===== src/rtl/mul_slave_if.sv =====
// Bus-side signal bundle between a bus master and the multiplier slave.
// The master drives select/direction/address/data; the slave returns registered read data.
interface mul_slave_if;
  logic        s_sel;
  logic        s_wr;
  logic [7:0]  s_addr;
  logic [63:0] s_din;
  logic [63:0] s_dout;

  modport master (output s_sel, output s_wr, output s_addr, output s_din, input s_dout);
  modport slave  (input s_sel, input s_wr, input s_addr, input s_din, output s_dout);
endinterface


===== src/rtl/mul_slave.sv =====
// Register front end for the Booth multiplier core: operands, start/clear pulses,
// captured product, status and interrupt.
//
//   state   | meaning
//   --------+-------------------------------------------------
//   ST_IDLE | no operation; operands writable, start accepted
//   ST_BUSY | core running; operands locked, waiting on done
//   ST_DONE | product latched; start ignored until cleared
module mul_slave (
  input  logic          clk,
  input  logic          reset_n,
  mul_slave_if.slave    bus,
  output logic          interrupt,
  output logic [63:0]   mul_multiplicand,
  output logic [63:0]   mul_multiplier,
  output logic          mul_start,
  output logic          mul_clear,
  input  logic [127:0]  mul_result,
  input  logic          mul_done
);

  typedef enum logic [1:0] {ST_IDLE, ST_BUSY, ST_DONE} state_t;

  state_t        state_q, state_d;
  logic          intr_en;
  logic [127:0]  result;
  logic [63:0]   rd_data;
  logic [2:0]    idx;
  logic          mapped, wr_en, rd_en;
  logic          start_req, clear_req, done_take;
  logic          unused_addr_bits;

  assign unused_addr_bits = ^bus.s_addr[2:0];

  assign mapped = (bus.s_addr[7:6] == 2'b00);
  assign idx    = bus.s_addr[5:3];
  assign wr_en  = bus.s_sel & bus.s_wr & mapped;
  assign rd_en  = bus.s_sel & ~bus.s_wr & mapped;

  assign start_req = wr_en && (idx == 3'd0) && bus.s_din[0] && (state_q == ST_IDLE);
  assign clear_req = wr_en && (idx == 3'd1) && bus.s_din[0];
  // A done level still high from the previous run must not complete the new one.
  assign done_take = (state_q == ST_BUSY) && mul_done && !mul_start && !clear_req;

  always_comb begin
    state_d = state_q;
    if (clear_req) begin
      state_d = ST_IDLE;
    end else begin
      case (state_q)
        ST_IDLE: if (start_req) state_d = ST_BUSY;
        ST_BUSY: if (done_take) state_d = ST_DONE;
        ST_DONE: state_d = ST_DONE;
        default: state_d = ST_IDLE;
      endcase
    end
  end

  always_ff @(posedge clk or negedge reset_n) begin
    if (!reset_n) state_q <= ST_IDLE;
    else          state_q <= state_d;
  end

  always_comb begin
    rd_data = 64'h0;
    case (idx)
      3'd2:    rd_data = {62'h0, (state_q == ST_BUSY), (state_q == ST_DONE)};
      3'd3:    rd_data = {63'h0, intr_en};
      3'd4:    rd_data = mul_multiplicand;
      3'd5:    rd_data = mul_multiplier;
      3'd6:    rd_data = result[127:64];
      3'd7:    rd_data = result[63:0];
      default: rd_data = 64'h0;
    endcase
  end

  always_ff @(posedge clk or negedge reset_n) begin
    if (!reset_n) begin
      mul_start        <= 1'b0;
      mul_clear        <= 1'b0;
      intr_en          <= 1'b0;
      mul_multiplicand <= 64'h0;
      mul_multiplier   <= 64'h0;
      result           <= 128'h0;
      bus.s_dout       <= 64'h0;
    end else begin
      mul_start  <= start_req;
      mul_clear  <= clear_req;
      bus.s_dout <= rd_en ? rd_data : 64'h0;
      if (wr_en && (idx == 3'd3)) intr_en <= bus.s_din[0];
      if (wr_en && (state_q != ST_BUSY)) begin
        if (idx == 3'd4) mul_multiplicand <= bus.s_din;
        if (idx == 3'd5) mul_multiplier   <= bus.s_din;
      end
      if (clear_req)      result <= 128'h0;
      else if (done_take) result <= mul_result;
    end
  end

  assign interrupt = (state_q == ST_DONE) && intr_en;

endmodule


===== src/flat_wrapper.sv =====
// flat-port wrapper written by rule: the top's interface ports become plain ports
module mul_slave_flat 
  (clk, reset_n, interrupt, mul_multiplicand, mul_multiplier, mul_start, mul_clear, mul_result, mul_done, bus_s_sel, bus_s_wr, bus_s_addr, bus_s_din, bus_s_dout);
  mul_slave_if bus_i ();
  input  logic clk;
  input  logic reset_n;
  output logic interrupt;
  output logic [63:0] mul_multiplicand;
  output logic [63:0] mul_multiplier;
  output logic mul_start;
  output logic mul_clear;
  input  logic [127:0] mul_result;
  input  logic mul_done;
  input wire logic [$bits(bus_i.s_sel)-1:0] bus_s_sel;
  input wire logic [$bits(bus_i.s_wr)-1:0] bus_s_wr;
  input wire logic [$bits(bus_i.s_addr)-1:0] bus_s_addr;
  input wire logic [$bits(bus_i.s_din)-1:0] bus_s_din;
  output wire logic [$bits(bus_i.s_dout)-1:0] bus_s_dout;
  assign bus_i.s_sel = bus_s_sel;
  assign bus_i.s_wr = bus_s_wr;
  assign bus_i.s_addr = bus_s_addr;
  assign bus_i.s_din = bus_s_din;
  assign bus_s_dout = bus_i.s_dout;
  mul_slave u_core (.clk(clk), .reset_n(reset_n), .bus(bus_i), .interrupt(interrupt), .mul_multiplicand(mul_multiplicand), .mul_multiplier(mul_multiplier), .mul_start(mul_start), .mul_clear(mul_clear), .mul_result(mul_result), .mul_done(mul_done));
endmodule

===== config.mk =====
export PLATFORM = sky130hd
export DESIGN_NAME = mul_slave_flat
export DESIGN_NICKNAME = d
export VERILOG_FILES = /design/src/rtl/mul_slave_if.sv /design/src/rtl/mul_slave.sv /design/src/flat_wrapper.sv
export SDC_FILE = /design/constraint.sdc
export NUM_CORES = 1
export LEC_CHECK = 0
export ABC_AREA = 1
export CAP_MARGIN = 20
export CORE_MARGIN = 1.5
export CORE_UTILIZATION = 48
export CTS_CLUSTER_SIZE = 12
export DETAILED_ROUTE_END_ITERATION = 16
export HOLD_SLACK_MARGIN = 0.12
export PLACE_DENSITY = 0.81
export SYNTH_ARGS = -nofsm -noshare
export SYNTH_HDL_FRONTEND = slang
export SYNTH_SLANG_ARGS = --single-unit

===== constraint.sdc =====
create_clock -name clk -period 2.25 [get_ports clk]
set_clock_uncertainty 0.15 [all_clocks]
set_input_delay 0.3375 -clock clk [delete_from_list [all_inputs] [get_ports clk]]
set_output_delay 0.3375 -clock clk [all_outputs]
set_load 0.02 [all_outputs]

==> results.py <==
metrics = {
    "power_and_ir_drop": {
        "power_density_nw_per_um2": 922.2,
        "peakVddDrop_v": 0.0005405,
        "power_switching_share_pct": 29.20,
        "seqPwrFrac_pct": 43.9,
        "p_sw_mw": 5.214,
        "pwr-share-clk_pct": 31.4,
        "pwr-share-comb_pct": 24.8,
        "leakage_nw": 8.934,
        "p_int_mw": 12.64,
    },
    "synthesis": {
        "synth_compound_area_share_pct": 15.34,
        "ys_seq_area_share_pct": 59.47,
        "synth_mux_area_share_pct": 0,
        "synthAdderAreaFrac_pct": 0.2745,
        "synth.cell_area_um2": 13670,
        "ys_types": 26,
        "synth_xor_area_share_pct": 0,
        "ys_ff_latch": 325,
        "syn_inst": 1515,
        "yosys.area_share.simple_pct": 13.62,
        "synth_nets": 1723,
        "yosys_warnings": 0,
        "synth_top_family_by_area": "compound AO/OA/AOI/OAI gates",
        "syn_avg_cell_area_um2": 9.026,
    },
    "sta": {
        "slew_headroom_pct": 65.48,
        "setup_ws_ns": 0.09093,
        "slew_viol_final": 0,
        "setup_tns_ns": 0,
        "rsz0062_at_grt": "no",
        "fin_crit_ns": 2.159,
        "max_freq_mhz": 463.2,
        "hold_viol_final": 0,
        "worst_pin_slew_ns": 0.5179,
        "finalCritPeriodShare_pct": 95.96,
        "setup_viol": 0,
    },
    "clock_network": {
        "clk_pin_slew_ns": 0.06,
        "cts_tree": "yes",
        "cts-root-buf": "clkbuf_16",
        "clkLatencyLatePin_ns": 0.50,
        "numClockSinks": 325,
        "cts_buffers": 35,
        "post_cts_buffers": 0,
        "h-tree-depth": 2,
        "cts.path.max_buffers": 3,
    },
    "floorplanning": {
        "rows": 61,
        "initial_core_util_pct": 48.95,
        "pin_count": 400,
        "chipHeight_um": 171.8,
        "die_area_um2": 29510,
        "die_x_um": 171.8,
        "core_area_um2": 27930,
    },
    "run": {
        "drv_cap": 0,
    },
    "global_route": {
        "antenna_found_initial": 0,
        "grt_pass1_wl_mm": 65.04,
        "overflow": 0,
        "grt_pass1_vias": 12530,
        "grt_use_total_pct": 28.26,
        "grt_start_max_net_pins": 75,
    },
    "detailed_routing": {
        "via_per_inst": 5.383,
        "vias": 12320,
        "dr.pass1.iters": 6,
        "wl_per_cell_um": 18.15,
        "dr.first_iter.drc_count": 1188,
        "drcViolationCount": 0,
        "postRouteAntennaNets": 0,
        "routed_wl_mm": 41.53,
    },
    "worst_setup_path": {
        "critPathRequiredTime_ns": 1.76,
        "critPathCaptureType": "primary output",
        "crit_buf_inv": 3,
        "start_kind": "flip-flop",
        "critPathMaxStageDelay_ns": 0.41,
        "critPathSlowestCell": "dfrtp_1",
        "crit_fanout": 3,
        "worstSetupPathType": "reg2out",
        "crit_family": "buffers and inverters",
        "arrival_ns": 1.67,
        "cp.depth": 5,
        "cpMostUsedCell": "inv_1",
        "cp_cell_sequence": "inv_1, ha_1, nand2_1, inv_1, dlygate4sd2_1",
        "rr_worst_depth": 9,
    },
    "finish": {
        "final_layout_size_suffix_gt1_share_pct": 5.547,
        "num-nets-final": 2099,
        "diodes": 0,
        "areaGrowthSynthToFinish_pct": 41.61,
    },
    "place": {
        "port_buffers": 396,
        "dpl_worst_slack_ns": 0.01392,
        "gp_congestion": 0.8445,
        "dp_hpwl_mm": 28.61,
    },
    "hold_path": {
        "min_path_type": "in2async",
    },
    "outcome": {
        "status": "finished clean",
    },
}
power by group through the flow:
stage	clock network [mW]	logic (mW)	registers (mW)
2_1_floorplan	0	1.79	8.39
3_3_place_gp	0	4.23	7.87
3_5_place_dp	0	4.39	7.91
4_1_cts	5.67	4.44	7.83
5_1_grt	5.92	4.91	7.96
6_report	5.60	4.42	7.84
metal layers:
metal | track usage (%) | vias to the layer above | routed length (um)
li1 | - | 5650 | -
met5 | 0 | - | 0
met3 | 6.029 | 110 | 3304
met2 | 47.97 | 612 | 20510
met1 | 34.69 | 5949 | 16030
met4 | 12.74 | 0 | 1691
metrics by stage:
step / instances / hold slack [ns] / util, % / cell area (um2) / power, mW
after floorplan: 1515 / -0.1081 / - / 13670 / 10.18
after global placement: 2231 / 0.1654 / 65.33 / 18250 / 12.09
after detailed placement: 2231 / 0.1711 / 65.33 / 18250 / 12.30
after CTS: 2289 / 0.2364 / 69.32 / 19360 / 17.94
after global routing: 2289 / 0.2563 / 69.32 / 19360 / 18.79
final: 2289 / 0.2309 / 69.32 / 19360 / 17.86
synth_stat cells (all sizes together):
cell type,n,area share (%)
inv,269,7.4
nor2,139,4.1
a21oi,4,0.15
nand2,150,4.3
buf,61,2.8
ha,3,0.27
a31oi,1,0.046
dfrtp,325,59
o22ai,125,5.7
o211ai,1,0.055
nand3,138,5.1
clkbuf,40,1.1
nand4,1,0.046
o21ai,256,9.4
nand3b,2,0.11
placed cells by master, fill, tap and decap left out:
| master | n |
|---|---|
| nand3_1 | 136 |
| dfrtp_1 | 325 |
| o211ai_1 | 1 |
| clkbuf_1 | 11 |
| nor2_8 | 1 |
| inv_1 | 265 |
| o21ai_0 | 209 |
| nor2_1 | 134 |
| buf_8 | 1 |
| nand4_1 | 1 |
| nand2_4 | 3 |
| o21ai_1 | 47 |
| clkbuf_16 | 37 |
| nand2_1 | 145 |
| bufinv_16 | 2 |
| nor2_4 | 3 |
| nand3b_1 | 2 |
| dlygate4sd3_1 | 1 |
| clkdlybuf4s50_1 | 394 |
| nor2_2 | 1 |
| nand2_2 | 2 |
| buf_12 | 25 |
| inv_4 | 2 |
| nand3_4 | 2 |
| a31oi_1 | 1 |
| a21oi_1 | 4 |
| inv_2 | 2 |
| dlygate4sd2_1 | 1 |
| o22ai_1 | 125 |
| ha_1 | 3 |
| clkbuf_8 | 5 |
| buf_4 | 18 |
| clkinv_2 | 2 |
cells by family after synthesis:
kind of cell             after synthesis
AO/OA/AOI/OAI                        387
adder cells (fa/ha/maj)                3
buffers and inverters                370
flip-flops                           325
AND/OR/NAND/NOR                      430
worst paths after layout:
path / from / end / slack (ns)
setup / recovery: u_core.state_q[0] / interrupt / 0.09
hold / removal: reset_n / u_core.mul_multiplicand[60] / 0.23
setup reg to reg: u_core.state_q[1] / u_core.result[104] / 0.26
hold reg to reg: u_core.result[0] / u_core.result[0] / 0.35
max in group asynchronous: reset_n / u_core.mul_multiplicand[1] / 0.91
min in group clk: bus_s_din[1] / u_core.mul_multiplicand[1] / 0.25
registers in the layout (all words and copies together) (netlist names):
signal / flops
u_core.result: 128
u_core.bus.s_dout: 64
u_core.mul_multiplicand: 64
u_core.mul_multiplier: 64
u_core.state_q: 2
u_core.intr_en: 1
u_core.mul_clear: 1
u_core.mul_start: 1
area by class of cell:
cell class | instances | area (um2)
clock inverters | 4 | 70.07
multi-input cells | 820 | 4025
repair buffers | 440 | 4613
clock buffers | 53 | 1036
inverters | 269 | 1015
flip-flops and latches | 325 | 8133
well taps | 378 | 473.0
fillers | 2057 | 8569
what timing repair did:
item / 4_1_cts / 5_1_grt
hold endpoints to repair: 205 / 0
resized for setup: 1 / 0
setup endpoints to repair: 1 / 0
hold buffers: 1 / 0
Note: power is estimated with default switching activity, not from simulation.
==> edit 1, RTL diff (config.mk and constraints unchanged) <==
Remove the register `mul_clear`: a continuous assignment takes its place, so the output `mul_clear` follows one clock earlier.
--- a/src/rtl/mul_slave.sv
+++ b/src/rtl/mul_slave.sv
@@ -77,7 +77,6 @@
   always_ff @(posedge clk or negedge reset_n) begin
     if (!reset_n) begin
       mul_start        <= 1'b0;
-      mul_clear        <= 1'b0;
       intr_en          <= 1'b0;
       mul_multiplicand <= 64'h0;
       mul_multiplier   <= 64'h0;
@@ -85,7 +84,6 @@
       bus.s_dout       <= 64'h0;
     end else begin
       mul_start  <= start_req;
-      mul_clear  <= clear_req;
       bus.s_dout <= rd_en ? rd_data : 64'h0;
       if (wr_en && (idx == 3'd3)) intr_en <= bus.s_din[0];
       if (wr_en && (state_q != ST_BUSY)) begin
@@ -97,6 +95,8 @@
     end
   end
 
+  assign mul_clear = clear_req;
+
   assign interrupt = (state_q == ST_DONE) && intr_en;
 
 endmodule
Formal check against the unedited RTL: not equivalent (Yosys sat finds a counterexample within 4 cycles, from zero or initial values and one cycle with reset_n low).
==> edit 1 against the unedited design <==
  * Register-to-register slack worse by 0.02 ns
  * Sequential share of layout area shrank 0.33 points
  * Global-route usage rose by 1.0 points
  * Setup slack better by 0.066 ns
  * Sequential cell count shrank 1
  * Core utilization grew 0.15 points
  * Synthesized cell count rose by 0.26%
  * Total power up 14%
  * Area after synthesis is 0.71% higher
  * Routed wire length increased by 4.0%
  * Cell area is 0.49% higher
  * Critical path type is now input pin to primary output
  * Largest cell class unchanged
==> edit 1: results (changes against the unedited design) <==
GRT
  • First-pass GRT wire length: 67300 µm (+3.5%)
  • Pin count of the biggest net entering global routing: 75 (unchanged)
  • Antenna violations before repair: 3 (+3)
  • Vias in the first global route: 12700 (+1.4%)
  • Total GRT Usage: 29.3% (+1.0 points)

Placed design
  • Placed Area: 0.0184 mm² (+0.82%)
  • Pre-CTS WS: -0.315 ns (-0.329 ns)
  • HPWL Detailed: 30000 µm (+4.8%)
  • RePlAce Congestion: 0.839 (-0.69%)
  • Cell count after placement: 2240 (+0.40%)
  • Port Buf Inserts: 396 (unchanged)

Routing
  • Via-per-instance ratio: 5.41 (+0.44%)
  • Routed WL per cell: 18.8 µm (+3.6%)
  • Antenna Nets Post-Route: 0 (unchanged)
  • DR pass1 iterations: 5 (-1)
  • Starting DRT DRC Count: 885 (-26%)
  • Vias post-DR: 12400 (+0.84%)

Setup path
  • Crit-path slowest cell: clkdlybuf4s50_1
  • Origin of the critical flop-to-flop path: u_core.state_q[1]
  • Delay of the slowest cell on the worst path: 0.51 ns (+0.10 ns)
  • Crit-path max FO: 2 (-1)
  • CP Launch Point: bus_s_addr[3]
  • Setup slack, reg-to-reg: 0.24 ns (-0.02 ns)
  • Data arrival, critical path: 1.61 ns (-0.06 ns)
  • Top Family by Delay on Critical Path: buffers and inverters
  • Worst Setup EP: mul_clear
  • R2R cell count: 9 (unchanged)
  • Reg2reg end: u_core.result[77]

Synth
  • Commonest cells in the synthesized netlist: dfrtp_1 (324), inv_1 (264), o21ai_0 (163)
  • Syn_nets: 1727 (+0.23%)
  • Yosys cell types: 31 (+19%)
  • Main synth FF type: dfrtp_1
  • Synth warn: 0 (unchanged)
  • Register area share after synthesis: 58.9% (-0.60 points)
  • Mapped Cells: 1519 (+0.26%)
  • Post-synth ARST share: 100% (unchanged)
  • Post-synthesis cell area: 0.0138 mm² (+0.71%)
  • Dominant cells by area after synthesis: dfrtp_1 (59%), inv_1 (7.2%), o21ai_0 (5.9%)

Timing
  • Highest Clock Rate: 0.478 GHz (+3.2%)
  • Slew headroom: 64.8% (-0.71 points)

Layout
  • Nets@finish: 2108 (+0.43%)
  • Fill count: 2081 (+1.2%)
  • Largest register by flop count: u_core.result
  • Largest register FFs: 128 (unchanged)
  • Share of cells above drive strength 1: 7.15% (+1.6 points)

CTS
  • Num CTS Buffers: 35 (unchanged)
  • Clock root cell: clkbuf_16
  • Clock slew at reported path FFs: 0.06 ns (about the same)
  • Clock Latency Late Sink: 0.50 ns (about the same)
  • H-tree depth: 2 (unchanged)

Power and ir drop
  • Leak pwr: 8.84 nW (-1.1%)
  • Peak VDD IR: 745 µV (+38%)
  • Sw Share: 33.0% (+3.8 points)

Status
  • Outcome: finished clean
edit 1: cell type report:
type	instances	area, µm²	area share (%)
Sequential cell	324	8110	41.7
Timing Repair Buffer	448	4710	24.2
Multi-Input combinational cell	824	4100	21.1
Inverter	267	1010	5.18
Clock buffer	49	988	5.08
Tap cell	378	473	2.43
Clock inverter	5	57.6	0.296
Antenna cell	3	7.51	0.0386
edit 1: power by group through the flow:
stage	Sequential [mW]	Clock [mW]	Combinational, mW
2_1_floorplan	9.18	0	2.80
3_3_place_gp	8.39	0	6.29
3_5_place_dp	8.47	0	6.54
4_1_cts	8.40	5.46	6.62
5_1_grt	8.58	5.68	7.28
6_report	8.42	5.38	6.59
edit 1: layer usage:
layer | up-vias | track usage (%) | share of wire (%)
li1 | 5685 | - | -
met1 | 5989 | 36.4 | 38
met2 | 625 | 47.9 | 48
met3 | 125 | 6.98 | 9.1
met4 | 0 | 14.4 | 4.7
met5 | - | 0 | 0
edit 1: cells by family after synthesis:
logic type	Yosys count	synth area share, %
and+or+nand+nor	436	13.8
DFF	324	58.9
buffers and inverters	371	11.6
adders and majority gates	3	0.273
AOI/OAI and AO/OA	385	15.4
edit 1: what timing repair did:
item	4_1_cts	5_1_grt
hold endpoints to repair	197	0
setup endpoints to repair	2	2
gates resized for setup	3	5
setup buffers	0	0
hold buffers	1	0
edit 1: how the worst min path moves through the flow:
| stage | to | slack (ns) | cells after the start |
|---|---|---|---|
| after floorplan | u_core.bus.s_dout[0] | -0.11 | 0 |
| after global placement | u_core.mul_multiplier[10] | 0.17 | 1 |
| after detailed placement | u_core.mul_multiplier[10] | 0.18 | 1 |
| after CTS | u_core.mul_multiplier[10] | 0.24 | 2 |
| after global routing | u_core.result[41] | 0.26 | 3 |
| final | u_core.mul_multiplier[10] | 0.23 | 2 |
==> edit 2, RTL diff (config.mk and constraints unchanged) <==
Without the edit above. The 3 states of `state_t` get a one-hot encoding in 3 bits.
--- a/src/rtl/mul_slave.sv
+++ b/src/rtl/mul_slave.sv
@@ -19,7 +19,7 @@
   input  logic          mul_done
 );
 
-  typedef enum logic [1:0] {ST_IDLE, ST_BUSY, ST_DONE} state_t;
+  typedef enum logic [2:0] {ST_IDLE = 3'b001, ST_BUSY = 3'b010, ST_DONE = 3'b100} state_t;
 
   state_t        state_q, state_d;
   logic          intr_en;
Check against the original RTL: no difference found for any inputs over 4 cycles, from zero or initial values and one cycle with reset_n low; so few cycles prove little.
==> edit 2 against the unedited design <==
  * Routed wire length is 6.1% higher
  * Sequential cell count is 1 higher
  * Count of clock-buffer cells in the layout is 1 higher
  * Setup slack better by 0.041 ns
  * Core utilization is 0.90 points lower
  * Area after synthesis is 4.3% higher
  * Total power is 15% lower
  * Non-clock buffer count is 8 higher
  * Critical path depth is 1 lower
  * Cell area is 2.5% higher
  * Critical path type unchanged
==> edit 2: results (changes against the unedited design) <==
Status
  • Outcome: finished clean

Synth
  • Register area share after synthesis: 57.2% (-2.3 points)
  • Mux contribution to synthesized area: 0% (unchanged)
  • Compound-cell area share of the yosys netlist: 11.7% (-3.6 points)
  • Syn_nets: 1864 (+8.2%)
  • Adder-cell share of the synthesized area: 0% (-0.27 points)
  • Yosys cell types: 28 (+7.7%)
  • Dominant cells by area after synthesis: dfrtp_1 (57%), nand2_1 (8.6%), o21ai_1 (8.4%)
  • Synth Area in XOR/XNOR: 0% (unchanged)
  • Post-Syn Area per Cell: 8.60 µm² (-4.7%)
  • Commonest cells in the synthesized netlist: nand2_1 (327), dfrtp_1 (325), o21ai_1 (238)
  • Synth warn: 0 (unchanged)
  • Post-synth ARST share: 100% (unchanged)

Placed design
  • RePlAce Congestion: 0.847 (+0.26%)
  • Cell count after placement: 2370 (+6.2%)
  • HPWL Detailed: 29100 µm (+1.7%)

Min path
  • Tightest Hold Check Type: input pin to flop
  • Worst hold start: bus_s_addr[4]

CTS
  • Num CTS Buffers: 35 (unchanged)
  • H-tree depth: 2 (unchanged)
  • Clock Latency Late Sink: 0.50 ns (about the same)
  • Clock slew at reported path FFs: 0.06 ns (about the same)
  • Bufs on Longest Clock Path: 3 (unchanged)
  • Clock root cell: clkbuf_16

Layout
  • Largest register by flop count: u_core.result
  • Nets@finish: 2230 (+6.2%)
  • Fill count: 2200 (+7.0%)
  • Share of cells above drive strength 1: 6.46% (+0.91 points)
  • Largest register FFs: 128 (unchanged)

Power and ir drop
  • Leak pwr: 9.36 nW (+4.8%)
  • Peak VDD IR: 595 µV (+10%)
  • Psw: 4.10 mW (-21%)

GRT
  • Pin count of the biggest net entering global routing: 71 (-5.3%)
  • Total GRT Usage: 28.7% (+0.47 points)
  • First-pass GRT wire length: 70300 µm (+8.0%)
  • Antenna violations before repair: 5 (+5)

Setup path
  • Crit-path slowest cell: dfstp_2
  • Crit-path max FO: 4 (+1)
  • Setup slack, reg-to-reg: 0.42 ns (+0.16 ns)
  • Data arrival, critical path: 1.63 ns (-0.04 ns)
  • Delay of the slowest cell on the worst path: 0.51 ns (+0.10 ns)
  • CP Launch Point: u_core.state_q[0]
  • Top Family by Delay on Critical Path: flip-flops
  • Origin of the critical flop-to-flop path: u_core.state_q[0]

Routing
  • Via-per-instance ratio: 5.37 (-0.17%)
  • DR pass1 iterations: 5 (-1)
  • Starting DRT DRC Count: 1197 (+0.76%)
  • Routed WL per cell: 18.1 µm (about the same)
  • Final wirelength: 44100 µm (+6.1%)

Timing
  • Slew headroom: 57.8% (-7.7 points)
## edit 2: power groups by stage
stage               registers, mW  clock network (mW)  logic [mW]
floorplan                    7.30                   0       0.883
global placement             6.97                   0        2.62
detailed placement           6.99                   0        2.70
CTS                          6.90                5.65        2.73
global route                 6.97                5.90        2.96
finish                       6.91                5.56        2.71
## edit 2: worst min-delay path, stage by stage
cell and delay, ns:
buf_4 0.15, inv_4 0.10, a21oi_1 0.11, o21a_1 0.12
## edit 2: cell families after synthesis
logic type             Yosys count
AND/OR/NAND/NOR                684
flip-flops                     326
AO/OA/AOI/OAI                  325
buffers and inverters          324
## edit 2: timing repair
action                                  in CTS  in global routing
hold buffers                                 2                  0
endpoints found under the setup margin       1                  0
resized for setup                            1                  0
setup buffers                                0                  0
hold endpoints to repair                    80                  0
## edit 2: path summary, 6_finish.rpt
check                                         endpoint  cells after the start
hold reg to reg                      u_core.result[66]                      2
setup reg to reg           u_core.mul_multiplicand[23]                      9
max in group asynchronous        u_core.bus.s_dout[54]                      3
hold / removal                   u_core.bus.s_dout[35]                      4
min in group asynchronous        u_core.bus.s_dout[48]                      2
setup / recovery                             interrupt                      4
## edit 2: area by class of cell
cell class              count  share of cell area [%]
flip-flops and latches    326                    41.1
multi-input cells        1009                    23.6
repair buffers            448                    23.4
clock buffers              54                    5.44
inverters                 205                    3.91
well taps                 384                    2.42
clock inverters             2                  0.0693
diodes                      1                  0.0126
## edit 2: layer usage
metal / global-route usage, % / vias to the layer above / wire length, µm
met3: 6.49 / 102 / 3600
met4: 10.9 / 4 / 1610
li1: - / 6072 / -
met2: 48.4 / 581 / 21500
met5: 0 / - / 27
met1: 36.2 / 6294 / 17300
## edit 2: through the flow
| step | power, mW | hold WS [ns] | util [%] | worst slack, ns | cell area [µm²] |
|---|---|---|---|---|---|
| after detailed placement | 9.69 | 0.213 | 64.6 | 0.0703 | 18700 |
| after floorplan | 8.19 | -0.108 | - | 0.661 | 14300 |
| after CTS | 15.3 | 0.213 | 68.4 | 0.115 | 19800 |
| after global placement | 9.59 | 0.200 | 64.6 | 0.0887 | 18700 |
| final | 15.2 | 0.202 | 68.4 | 0.132 | 19900 |
| after global routing | 15.8 | 0.227 | 68.4 | 0.0676 | 19900 |
